[src/rtl/sync_fifo_pkg.sv]
// Shared constants and types for the synchronous FIFO controller and its storage.
package sync_fifo_pkg;
  localparam int DEF_DATA_W    = 8;
  localparam int DEF_ADDR_W    = 7;
  localparam int DEF_AFULL_TH  = 120;
  localparam int DEF_AEMPTY_TH = 8;

  // Pointers carry one extra wrap bit; count spans 0..depth inclusive.
  typedef logic [DEF_ADDR_W:0] ptr_t;
  typedef logic [DEF_ADDR_W:0] count_t;
endpackage

[src/rtl/fifo_storage.sv]
// Simple dual-port array with a registered read port; the array itself is never reset.
module fifo_storage #(
  parameter int DATA_W = 8,
  parameter int ADDR_W = 7
) (
  input  logic              clk_i,
  input  logic              rst_i,
  input  logic              wr_en_i,
  input  logic [ADDR_W-1:0] wr_addr_i,
  input  logic [DATA_W-1:0] wr_data_i,
  input  logic              rd_en_i,
  input  logic [ADDR_W-1:0] rd_addr_i,
  output logic [DATA_W-1:0] rd_data_o
);
  logic [DATA_W-1:0] mem_q [2**ADDR_W];
  logic [DATA_W-1:0] rd_data_q;

  always_ff @(posedge clk_i) begin
    if (wr_en_i) mem_q[wr_addr_i] <= wr_data_i;
  end

  // Only the output register is reset so the pop data port starts at zero.
  always_ff @(posedge clk_i) begin
    if (rst_i)        rd_data_q <= '0;
    else if (rd_en_i) rd_data_q <= mem_q[rd_addr_i];
  end

  assign rd_data_o = rd_data_q;
endmodule

[src/rtl/sync_fifo_ctrl.sv]
// Single-clock FIFO controller: pointers, occupancy, registered flags around fifo_storage.
// Optional sticky overflow/underflow flags are enabled with SYNC_FIFO_ERR_FLAGS_EN.
module sync_fifo_ctrl
  import sync_fifo_pkg::*;
#(
  parameter int DATA_W    = DEF_DATA_W,
  parameter int ADDR_W    = DEF_ADDR_W,
  parameter int AFULL_TH  = DEF_AFULL_TH,
  parameter int AEMPTY_TH = DEF_AEMPTY_TH
) (
  input  logic              clk_i,
  input  logic              rst_i,
  input  logic              push_i,
  input  logic [DATA_W-1:0] push_data_i,
  input  logic              pop_i,
  output logic [DATA_W-1:0] pop_data_o,
  output logic              pop_valid_o,
  output logic              full_o,
  output logic              empty_o,
  output logic              almost_full_o,
  output logic              almost_empty_o,
  output logic [ADDR_W:0]   count_o,
  output logic              overflow_o,
  output logic              underflow_o
);
  localparam logic [ADDR_W:0] ONE   = {{ADDR_W{1'b0}}, 1'b1};
  localparam logic [ADDR_W:0] DEPTH = {1'b1, {ADDR_W{1'b0}}};
  localparam logic [ADDR_W:0] AF_TH = AFULL_TH[ADDR_W:0];
  localparam logic [ADDR_W:0] AE_TH = AEMPTY_TH[ADDR_W:0];

  logic [ADDR_W:0] wr_ptr_q, wr_ptr_d, rd_ptr_q, rd_ptr_d, count_q, count_d;
  logic            full_q, empty_q, afull_q, aempty_q, pop_valid_q;
  logic            push_ok, pop_ok;

  // Acceptance looks only at registered flags, so a full FIFO never takes a push
  // even when a pop frees a slot in the same cycle (and likewise no empty bypass).
  assign push_ok = push_i && !full_q;
  assign pop_ok  = pop_i  && !empty_q;

  always_comb begin
    wr_ptr_d = wr_ptr_q;
    rd_ptr_d = rd_ptr_q;
    count_d  = count_q;
    if (push_ok) wr_ptr_d = wr_ptr_q + ONE;
    if (pop_ok)  rd_ptr_d = rd_ptr_q + ONE;
    case ({push_ok, pop_ok})
      2'b10:   count_d = count_q + ONE;
      2'b01:   count_d = count_q - ONE;
      default: count_d = count_q;
    endcase
  end

  always_ff @(posedge clk_i) begin
    if (rst_i) begin
      wr_ptr_q    <= '0;
      rd_ptr_q    <= '0;
      count_q     <= '0;
      full_q      <= 1'b0;
      empty_q     <= 1'b1;
      afull_q     <= 1'b0;
      aempty_q    <= 1'b1;
      pop_valid_q <= 1'b0;
    end else begin
      wr_ptr_q    <= wr_ptr_d;
      rd_ptr_q    <= rd_ptr_d;
      count_q     <= count_d;
      full_q      <= (count_d == DEPTH);
      empty_q     <= (count_d == '0);
      afull_q     <= (count_d >= AF_TH);
      aempty_q    <= (count_d <= AE_TH);
      pop_valid_q <= pop_ok;
    end
  end

`ifdef SYNC_FIFO_ERR_FLAGS_EN
  logic overflow_q, underflow_q;
  always_ff @(posedge clk_i) begin
    if (rst_i) begin
      overflow_q  <= 1'b0;
      underflow_q <= 1'b0;
    end else begin
      if (push_i && full_q) overflow_q  <= 1'b1;
      if (pop_i && empty_q) underflow_q <= 1'b1;
    end
  end
  assign overflow_o  = overflow_q;
  assign underflow_o = underflow_q;
`else
  assign overflow_o  = 1'b0;
  assign underflow_o = 1'b0;
`endif

  fifo_storage #(.DATA_W(DATA_W), .ADDR_W(ADDR_W)) u_storage (
    .clk_i     (clk_i),
    .rst_i     (rst_i),
    .wr_en_i   (push_ok && !rst_i),
    .wr_addr_i (wr_ptr_q[ADDR_W-1:0]),
    .wr_data_i (push_data_i),
    .rd_en_i   (pop_ok && !rst_i),
    .rd_addr_i (rd_ptr_q[ADDR_W-1:0]),
    .rd_data_o (pop_data_o)
  );

  assign count_o        = count_q;
  assign full_o         = full_q;
  assign empty_o        = empty_q;
  assign almost_full_o  = afull_q;
  assign almost_empty_o = aempty_q;
  assign pop_valid_o    = pop_valid_q;
endmodule

[config.mk]
export PLATFORM = sky130hd
export DESIGN_NAME = sync_fifo_ctrl
export DESIGN_NICKNAME = d
export VERILOG_FILES = /design/src/rtl/sync_fifo_pkg.sv /design/src/rtl/fifo_storage.sv /design/src/rtl/sync_fifo_ctrl.sv
export SDC_FILE = /design/constraint.sdc
export NUM_CORES = 1
export LEC_CHECK = 0
export ABC_AREA = 1
export BUFFER_PORTS_ARGS = -buffer_cell sky130_fd_sc_hd__buf_2
export CORE_MARGIN = 2
export CORE_UTILIZATION = 30
export DETAILED_ROUTE_END_ITERATION = 10
export GPL_TIMING_DRIVEN = 1
export PLACE_DENSITY_LB_ADDON = 0.15
export SYNTH_ARGS = -nofsm -noshare
export SYNTH_HDL_FRONTEND = slang
export SYNTH_SLANG_ARGS = --single-unit
[constraint.sdc]
create_clock -name clk_i -period 5.3 [get_ports clk_i]
set_input_delay 0.53 -clock clk_i [delete_from_list [all_inputs] [get_ports clk_i]]
set_output_delay 0.53 -clock clk_i [all_outputs]
set_load 0.005 [all_outputs]
==> impl_metrics.toml, run 1 <==
[final_layout]
final_common_cell = "nand2_1"
layout_common_cells = "nand2_1 (1501), edfxtp_1 (1024), nand3_1 (648)"
drive_gt1_frac = 0.0643
utilization = 0.341
final_nets = 3871
syn_to_final_growth_pct = 12.9
final_area_um2 = 49100
stdcell_count = 5854

[sta]
tightest_slew_ps = 1190
report.final.slew_viol_count = 0
period_share = 0.593
fmax_mhz = 318
setup-violations-final = 0
rsz0062_at_grt = "false"
final_hold_viol_count = 0
timing.hold.ws_ps = 309
period_needed_ps = 3140
clock_skew_ps = 37.2
layout_setup_ws_ps = 2160
setup_tns_ps = 0
max_slew_margin = 0.204

[critical_path]
max_stage_delay_ps = 820
r2r_start = "rd_ptr_q[2]"
end_kind = "flip-flop"
endpoint = "u_storage.rd_data_o[5]"
critical_path_class = "flip-flop to flip-flop"
critPathBufInv = 3
cp.required_ps = 5970
worstPathMaxFanout = 96
worstSetupStartpoint = "rd_ptr_q[2]"
r2r_end = "u_storage.rd_data_o[5]"
reg2reg_slack_ps = 2160
crit_top_cell = "nand3_1"
path_delay_family = "simple AND/OR/NAND/NOR gates"
cp.arrival_ps = 3810
rr_worst_depth = 11
crit_chain = "inv_4 > nor2_4 > buf_12 > a21oi_1 > nand3_1 > nand3_1 > nand3_1 > nand3_1 > nand3_1 > nand2_1 > inv_1"
crit_path_start_kind = "flip-flop"
worst-path-stages = 11
critPathSlowestCell = "nor2_4"

[synth]
yosysWarnings = 0
synth_area_um2 = 43500
ys_seq_area_frac = 0.724
synth.distinct_cells = 34
async_flop_share = 0
synth_top_cell_area_share = 0.707
synth_area_leaders = "edfxtp_1 (71%), nand2_1 (13%), nand3_1 (7.5%)"
synth-edff-count = 1024
avgSynthCellArea_um2 = 11.2
ys_ff_latch = 1059
postSynthCellCount = 3877
yosysTopAreaCell = "edfxtp_1"
synth_ff_type = "edfxtp_1"

[die]
dieWidth_um = 385
core_um2 = 144000
die_y_um = 385
dieArea_um2 = 148000
start_util = 0.303
io_pins = 35
rows = 139

[clock_network]
clockRootBuffer = "clkbuf_16"
cts.sinks = 1059
clk_pin_slew_ps = 60
htree_levels = 3
cts_resized = 0
insertion_delay_ps = 730
cts_hold_buffers = 0
cts_tree = "built"
cts_made_buffers = 118
clock_path_buffers = 3
postCtsSetupBuffers = 0

[placement]
place_ws_ps = 1900
routabilityCongestion = 0.786
dp_cells = 5636
dpl.hpwl_um = 73600
io_buffer_count = 32
dpl_cell_area_um2 = 45400

[grt]
antenna_found_initial = 3
grt_pass1_wl_um = 189000
grt_max_degree = 148
grtUsageTotal = 0.173
grt_overflow = 0
grt_pass1_vias = 27000

[pwr]
swShare = 0.279
internal_power_mw = 14.3
p_leak_nw = 17.5
power_switching_mw = 5.54
combinationalPowerShare = 0.140
p_clk_frac = 0.391
power_frac_seq = 0.469
power_mw = 19.9
powerDensity_nw_per_um2 = 405
peakVddDrop_mv = 0.254

[outcome]
violations = "DRC"
run_status = "finished with violations"

[drt]
drc = 2
finalWirelength_um = 129000
vias = 27900
ant_nets = 0
first_iter_violations = 2613
dr.pass1.iters = 8
post_drt_wl_per_cell_um = 22.0
via_per_inst = 4.76

[worst_hold_path]
min-delay-path-class = "input pin to flip-flop"
worstHoldPathCells = 2

[run]
maxCapViolCount = 0
==> how the worst min path moves through the flow <==
stage,from,end,slack [ps]
6_report,rst_i,count_o[4],310
5_1_grt,rst_i,count_o[4],290
4_1_cts,rst_i,count_o[4],250
3_5_place_dp,wr_ptr_q[5],wr_ptr_q[5],530
3_3_place_gp,wr_ptr_q[5],wr_ptr_q[5],520
2_1_floorplan,wr_ptr_q[5],wr_ptr_q[5],490
==> layer usage <==
layer,GRT usage,share of wire,up-vias
met1,0.249,0.48,13700
met2,0.273,0.46,626
met4,0.0414,0.022,0
met5,0,0,-
met3,0.0258,0.042,171
li1,-,-,13300
==> power groups by stage <==
stage	logic, mW	registers (mW)	clock network (mW)
6_report	2.79	9.32	7.77
5_1_grt	3.11	9.33	8.29
4_1_cts	2.84	9.32	7.96
3_5_place_dp	2.83	9.50	0
3_3_place_gp	2.84	9.50	0
2_1_floorplan	1.74	9.44	0
==> flip-flops by register name, indices dropped and copies added (netlist names) <==
register / cells
u_storage.rd_data_o: 8
u_storage.mem_q: 1024
empty_o: 1
pop_valid_o: 1
almost_empty_o: 1
almost_full_o: 1
full_o: 1
wr_ptr_q: 7
rd_ptr_q: 7
count_o: 8
==> cells in the mapped netlist, drive strengths merged (2+ instances only) <==
| cell type | number |
|---|---|
| nand2 | 1502 |
| edfxtp | 1024 |
| nand3 | 648 |
| nor2 | 187 |
| buf | 183 |
| a21oi | 142 |
| inv | 61 |
| clkbuf | 42 |
| dfxtp | 35 |
| nor3 | 16 |
| o21ai | 14 |
| ha | 6 |
| xor2 | 3 |
| clkinv | 2 |
| nor4 | 2 |
| xnor2 | 2 |
==> area by class of cell <==
class	instances	area, um2
Clock inverter	71	502
Multi-Input combinational cell	2531	10700
Tap cell	1903	2380
Fill cell	14500	94600
Antenna cell	1	2.50
Clock buffer	146	3110
Sequential cell	1059	31500
Inverter	63	260
Timing Repair Buffer	80	683
==> kinds of logic after synthesis <==
family                     share of synthesized area
xor gates and xnor gates                     0.00101
buffers and inverters                         0.0314
muxes                                       0.000230
DFF                                            0.724
adders and majority gates                    0.00173
other                                      0.0000863
and+or+nand+nor                                0.223
AOI/OAI and AO/OA                             0.0184
==> worst reg2reg max path, cell delays in order (launching register included) <==
cell     delay [ps]
dfxtp_1         400
inv_4           220
nor2_4          820
buf_12          470
a21oi_1         240
nand3_1         180
nand3_1         140
nand3_1         270
nand3_1         160
nand3_1         100
nand2_1          60
inv_1            40
No activity file was read; power rests on OpenSTA's default activity.
==> run 2, diff against run 1 <==
--- a/config.mk
+++ b/config.mk
@@ -5,7 +5,7 @@
 export SDC_FILE = /design/constraint.sdc
 export NUM_CORES = 1
 export LEC_CHECK = 0
-export ABC_AREA = 1
+export ABC_AREA = 0
 export BUFFER_PORTS_ARGS = -buffer_cell sky130_fd_sc_hd__buf_2
 export CORE_MARGIN = 2
 export CORE_UTILIZATION = 30
==> constraint.sdc (replaced) <==
create_clock -name clk_i -period 2.9 [get_ports clk_i]
set_input_delay 0.29 -clock clk_i [delete_from_list [all_inputs] [get_ports clk_i]]
set_output_delay 0.29 -clock clk_i [all_outputs]
set_load 0.005 [all_outputs]
==> run 2 against run 1 <==
The run now ends clean. Sequential power up 82%. First-iteration DRC count down 22%. Clock power up 76%. Highest routed layer is now met5. Via count down 23%. Synthesized area down 4.2%. Combinational power up 32%. Utilization up 1.7 points. Hold slack worse by 260 ps. Flip-flop and latch count unchanged. Global-route usage down 1.8 points. Worst setup slack worse by 2000 ps.
==> impl_metrics.toml, run 2 <==
[outcome]
run_status = "completed"

[sta]
fmax_mhz = 360
setup-violations-final = 0
max_slew_margin = 0.320
report.final.slew_viol_count = 0
period_needed_ps = 2780
clock_skew_ps = 17.1
period_share = 0.958
rsz0062_at_grt = "false"
setup_tns_ps = 0
tightest_slew_ps = 1020
timing.hold.ws_ps = 50.0
final_hold_viol_count = 0

[synth]
yosysWarnings = 0
ys_ff_latch = 1059
ys_seq_area_frac = 0.755
synth_top_cell_area_share = 0.739
synth.distinct_cells = 63
async_flop_share = 0
synth.most_common_cell = "edfxtp_1"
synth_area_um2 = 41600
yosysTopAreaCell = "edfxtp_1"
postSynthCellCount = 2148
synth_ff_type = "edfxtp_1"
avgSynthCellArea_um2 = 19.4
synth_area_leaders = "edfxtp_1 (74%), mux4_2 (12%), nor2_1 (1.7%)"
synth-edff-count = 1024
synth_common_cells = "edfxtp_1 (1024), mux4_2 (216), nor2_1 (189)"

[final_layout]
regArea_um2 = 31500
final_nets = 2436
diodes = 0
fillCellCount = 12800
regMostFlops = "u_storage.mem_q"
layout_common_cells = "edfxtp_1 (1024), buf_4 (235), mux4_2 (216)"
largest_reg_flops = 1024
final_common_cell = "edfxtp_1"
syn_to_final_growth_pct = 18.5
drive_gt1_frac = 0.284
multi_input_area_um2 = 9520

[die]
io_pins = 35
start_util = 0.302
core_um2 = 138000
die_y_um = 377
rows = 136
dieArea_um2 = 142000
dieWidth_um = 377

[critical_path]
critPathSlowestCell = "mux4_2"
worstPathMaxFanout = 15
cp.arrival_ps = 3350
r2r_end = "u_storage.rd_data_o[4]"
cp.required_ps = 3470
crit_top_cell = "buf_12"
worstSetupStartpoint = "rd_ptr_q[0]"
reg2reg_slack_ps = 120
path_delay_family = "multiplexers"
critical_path_class = "flip-flop to flip-flop"
rr_worst_depth = 9
end_kind = "flip-flop"
crit_path_start_kind = "flip-flop"
crit_chain = "buf_12 > buf_12 > mux4_2 > mux2i_1 > nor2_1 > nor4_1 > buf_4 > o21a_1 > a211oi_1"
worst-path-stages = 9
critPathBufInv = 3
max_stage_delay_ps = 540
r2r_start = "rd_ptr_q[0]"
endpoint = "u_storage.rd_data_o[4]"

[drt]
via_per_inst = 4.97
ant_nets = 0
dr.pass1.iters = 5
finalWirelength_um = 110000
drc = 0
vias = 21400
first_iter_violations = 2039
post_drt_wl_per_cell_um = 25.5

[worst_hold_path]
min-delay-path-class = "input pin to flip-flop"

[clock_network]
clock_path_buffers = 3
htree_levels = 3
insertion_delay_ps = 720
cts.sinks = 1059
cts_tree = "built"
clk_pin_slew_ps = 60
cts_made_buffers = 111
postCtsSetupBuffers = 0
clockRootBuffer = "clkbuf_16"

[pwr]
peakVddDrop_mv = 0.465
powerDensity_nw_per_um2 = 698
p_leak_nw = 15.3

[placement]
dpl.hpwl_um = 70100
routabilityCongestion = 0.819
io_buffer_count = 32

[grt]
antenna_found_initial = 3
grt_pass1_wl_um = 159000
grt_pass1_vias = 22000
grtUsageTotal = 0.154
grt_max_degree = 129
grt_overflow = 0

[run]
maxCapViolCount = 0
[run 2: changes by cell type after synthesis, moves of 44 or more]
cell	previous run	this run
mux2i_1	1	66
nand3_1	648	38
nand2_1	1501	44
buf_2	138	42
inv_1	56	12
a21oi_1	142	16
mux4_2	0	216
[run 2: cell families after synthesis]
group / after synthesis / share of synthesized area
DFF: 1059 / 0.755
and+or+nand+nor: 392 / 0.0454
muxes: 314 / 0.141
AOI/OAI and AO/OA: 206 / 0.0356
buffers and inverters: 151 / 0.0164
xor gates and xnor gates: 19 / 0.00400
adders and majority gates: 6 / 0.00180
other: 1 / 0.0000901
[run 2: worst min-delay path by stage]
stage / start / to / slack (ps) / cells after the start
global placement: u_storage.rd_data_o[7] / u_storage.rd_data_o[7] / 490 / 2
global route: push_data_i[5] / u_storage.mem_q[84][5] / 40 / 1
floorplan: push_data_i[0] / u_storage.mem_q[0][0] / 390 / 0
detailed placement: u_storage.rd_data_o[7] / u_storage.rd_data_o[7] / 480 / 2
CTS: push_data_i[5] / u_storage.mem_q[74][5] / 5 / 1
finish: push_data_i[5] / u_storage.mem_q[75][5] / 50 / 1
[run 2: report_power, final]
| part | leakage (nW) | total, mW | switching [mW] | internal, mW |
|---|---|---|---|---|
| Combinational | 4.06 | 3.68 | 1.97 | 1.71 |
| Clock | 1.72 | 13.7 | 5.83 | 7.87 |
| Sequential | 9.49 | 17.0 | 0.178 | 16.9 |
[run 2: layer usage]
layer / vias to the layer above / part of all wire / GRT usage / wire, um
met5: - / 0.00012 / 0 / 13
met4: 2 / 0.022 / 0.0452 / 2430
met3: 147 / 0.051 / 0.0263 / 5590
met2: 552 / 0.46 / 0.241 / 50900
met1: 11400 / 0.46 / 0.222 / 50900
li1: 9324 / - / - / -
[run 2: area by class of cell]
cell class | count | area share
clock buffers | 145 | 0.0616
clock inverters | 63 | 0.00926
inverters | 14 | 0.00109
multi-input cells | 939 | 0.193
flip-flops and latches | 1059 | 0.638
well taps | 1794 | 0.0455
repair buffers | 293 | 0.0516
[run 2: metrics by stage]
step | setup slack (ps) | instance area (um2) | std cells | total power, mW | utilization
floorplan | 34.1 | 41600 | 2149 | 19.5 | -
global placement | 39.8 | 45800 | 4097 | 21.1 | 0.333
detailed placement | 104 | 45800 | 4097 | 21.1 | 0.333
CTS | 153 | 49300 | 4307 | 34.9 | 0.358
global route | 9.39 | 49300 | 4307 | 35.7 | 0.358
finish | 122 | 49300 | 4307 | 34.4 | 0.358
[run 2: repair_timing]
item | 4_1_cts | 5_1_grt
resized for setup | 0 | 3
endpoints found under the setup margin | 0 | 3
endpoints found under the hold margin | 25 | 0
hold buffers | 2 | 0
==> run 3, diff against run 2 <==
--- a/config.mk
+++ b/config.mk
@@ -6,7 +6,7 @@
 export NUM_CORES = 1
 export LEC_CHECK = 0
 export ABC_AREA = 0
-export BUFFER_PORTS_ARGS = -buffer_cell sky130_fd_sc_hd__buf_2
+export BUFFER_PORTS_ARGS = -buffer_cell sky130_fd_sc_hd__buf_4
 export CORE_MARGIN = 2
 export CORE_UTILIZATION = 30
 export DETAILED_ROUTE_END_ITERATION = 10
==> run 3 against run 2 <==
Final cell count grew 0.28%. Clock power up 4%. Total power rose by 1.5%. Global-route usage is 0.18 points higher. Critical path type unchanged. Flip-flop and latch count unchanged. Fmax is 2.9% higher. Hold slack gained 51 ps. Highest routed layer unchanged. Via count barely moved. Combinational power shrank 1%.
==> impl_metrics.toml, run 3 (synthesized netlist as in run 2, its figures left out) <==
[grt]
met3_usage = 0.0253
grt_use_met1 = 0.219
grt_max_degree = 82
grt_pass1_vias = 22200
grt_overflow = 0
grt_pass1_wl_um = 161000
busiest_layer = "met2"
grtUsageTotal = 0.156
antenna_found_initial = 3
met2_usage = 0.252

[placement]
dp_cells = 4100
place_ws_ps = 92.5
dpl.hpwl_um = 71300
io_buffer_count = 32
routabilityCongestion = 0.816

[pwr]
p_leak_nw = 15.3
powerDensity_nw_per_um2 = 705
peakVddDrop_mv = 0.488

[final_layout]
final_common_cell = "edfxtp_1"
fillCellCount = 12700
largest_reg_flops = 1024
final_nets = 2443
stdcell_count = 4319
syn_to_final_growth_pct = 19.0
regMostFlops = "u_storage.mem_q"
utilization = 0.360
layout_common_cells = "edfxtp_1 (1024), buf_4 (267), mux4_2 (216)"
drive_gt1_frac = 0.294

[drt]
dr.pass1.iters = 5
ant_nets = 0
vias = 21400
post_drt_wl_per_cell_um = 25.7
via_per_inst = 4.95
first_iter_violations = 1816
drc = 0
finalWirelength_um = 111000

[clock_network]
clk_pin_slew_ps = 60
insertion_delay_ps = 720
htree_levels = 3
clockRootBuffer = "clkbuf_16"
cts_tree = "built"
postCtsSetupBuffers = 0
cts_made_buffers = 114
cts.sinks = 1059
clock_path_buffers = 3

[worst_hold_path]
min-delay-path-class = "input pin to flip-flop"

[outcome]
run_status = "completed"

[sta]
max_slew_margin = 0.414
clock_skew_ps = 20.3
setup-violations-final = 0
tightest_slew_ps = 876
fmax_mhz = 371
final_hold_viol_count = 0
rsz0062_at_grt = "false"
setup_tns_ps = 0
period_needed_ps = 2700
report.final.slew_viol_count = 0
layout_setup_ws_ps = 201
period_share = 0.931
timing.hold.ws_ps = 101

[critical_path]
cp.arrival_ps = 3290
end_kind = "flip-flop"
worstPathMaxFanout = 29
critical_path_class = "flip-flop to flip-flop"
reg2reg_slack_ps = 200
crit_path_start_kind = "flip-flop"
cp.required_ps = 3490

[die]
dieArea_um2 = 142000
die_y_um = 377
io_pins = 35
dieWidth_um = 377
rows = 136
core_um2 = 138000
start_util = 0.302

[run]
maxCapViolCount = 0
## run 3: cell count changes in the layout (fill, tap and decap cells not counted), sizes merged, moves of 3 or more
cell | before | now
clkbuf | 145 | 133
buf | 291 | 294
clkinv | 53 | 58
clkinvlp | 3 | 8
inv | 15 | 21
bufinv | 6 | 9
## run 3: area by class of cell
type | count | area [um2] | share of cell area
inverters | 14 | 53.8 | 0.00109
well taps | 1794 | 2240 | 0.0453
multi-input cells | 939 | 9520 | 0.192
diodes | 1 | 2.50 | 0.0000505
repair buffers | 297 | 2570 | 0.0520
clock inverters | 82 | 709 | 0.0143
flip-flops and latches | 1059 | 31500 | 0.635
clock buffers | 133 | 2990 | 0.0603
## run 3: power by group
group | switching, mW | internal, mW | total, mW
combinational | 1.94 | 1.69 | 3.63
sequential | 0.175 | 16.9 | 17.0
clock | 6.09 | 8.19 | 14.3
total | 8.20 | 26.7 | 34.9
## run 3: timing repair
action                                  CTS  global route
resized for setup                         0             4
hold buffers                              3             0
endpoints found under the hold margin    37             0
endpoints found under the setup margin    0             4
## run 3: worst paths after layout
| kind | start | to | cells after the start |
|---|---|---|---|
| worst max register to register | rd_ptr_q[1] | u_storage.rd_data_o[7] | 7 |
| worst min register to register | u_storage.rd_data_o[1] | u_storage.rd_data_o[1] | 2 |
| worst max-delay path | rd_ptr_q[1] | u_storage.rd_data_o[7] | 7 |
| worst min-delay path | push_data_i[7] | u_storage.mem_q[122][7] | 1 |
## run 3: routing by layer
layer | share of wire | vias to the layer above
met5 | 0.00012 | -
met4 | 0.020 | 2
met3 | 0.048 | 138
met2 | 0.48 | 564
met1 | 0.46 | 11300
li1 | - | 9346
## run 3: worst max-delay path, cell delays in order, from the launching register on
cell and delay (ps):
dfxtp_4 720, nor2b_1 700, a221oi_1 220, buf_4 200, o21ai_0 120, nand4_1 250, nand3_1 240, a211oi_1 100
## run 3: per-stage QoR
step	instance area (um2)	power, mW
finish	49600	34.9
global route	49600	36.2
CTS	49500	35.4
detailed placement	45800	21.1
global placement	45800	21.0
floorplan	41600	19.5
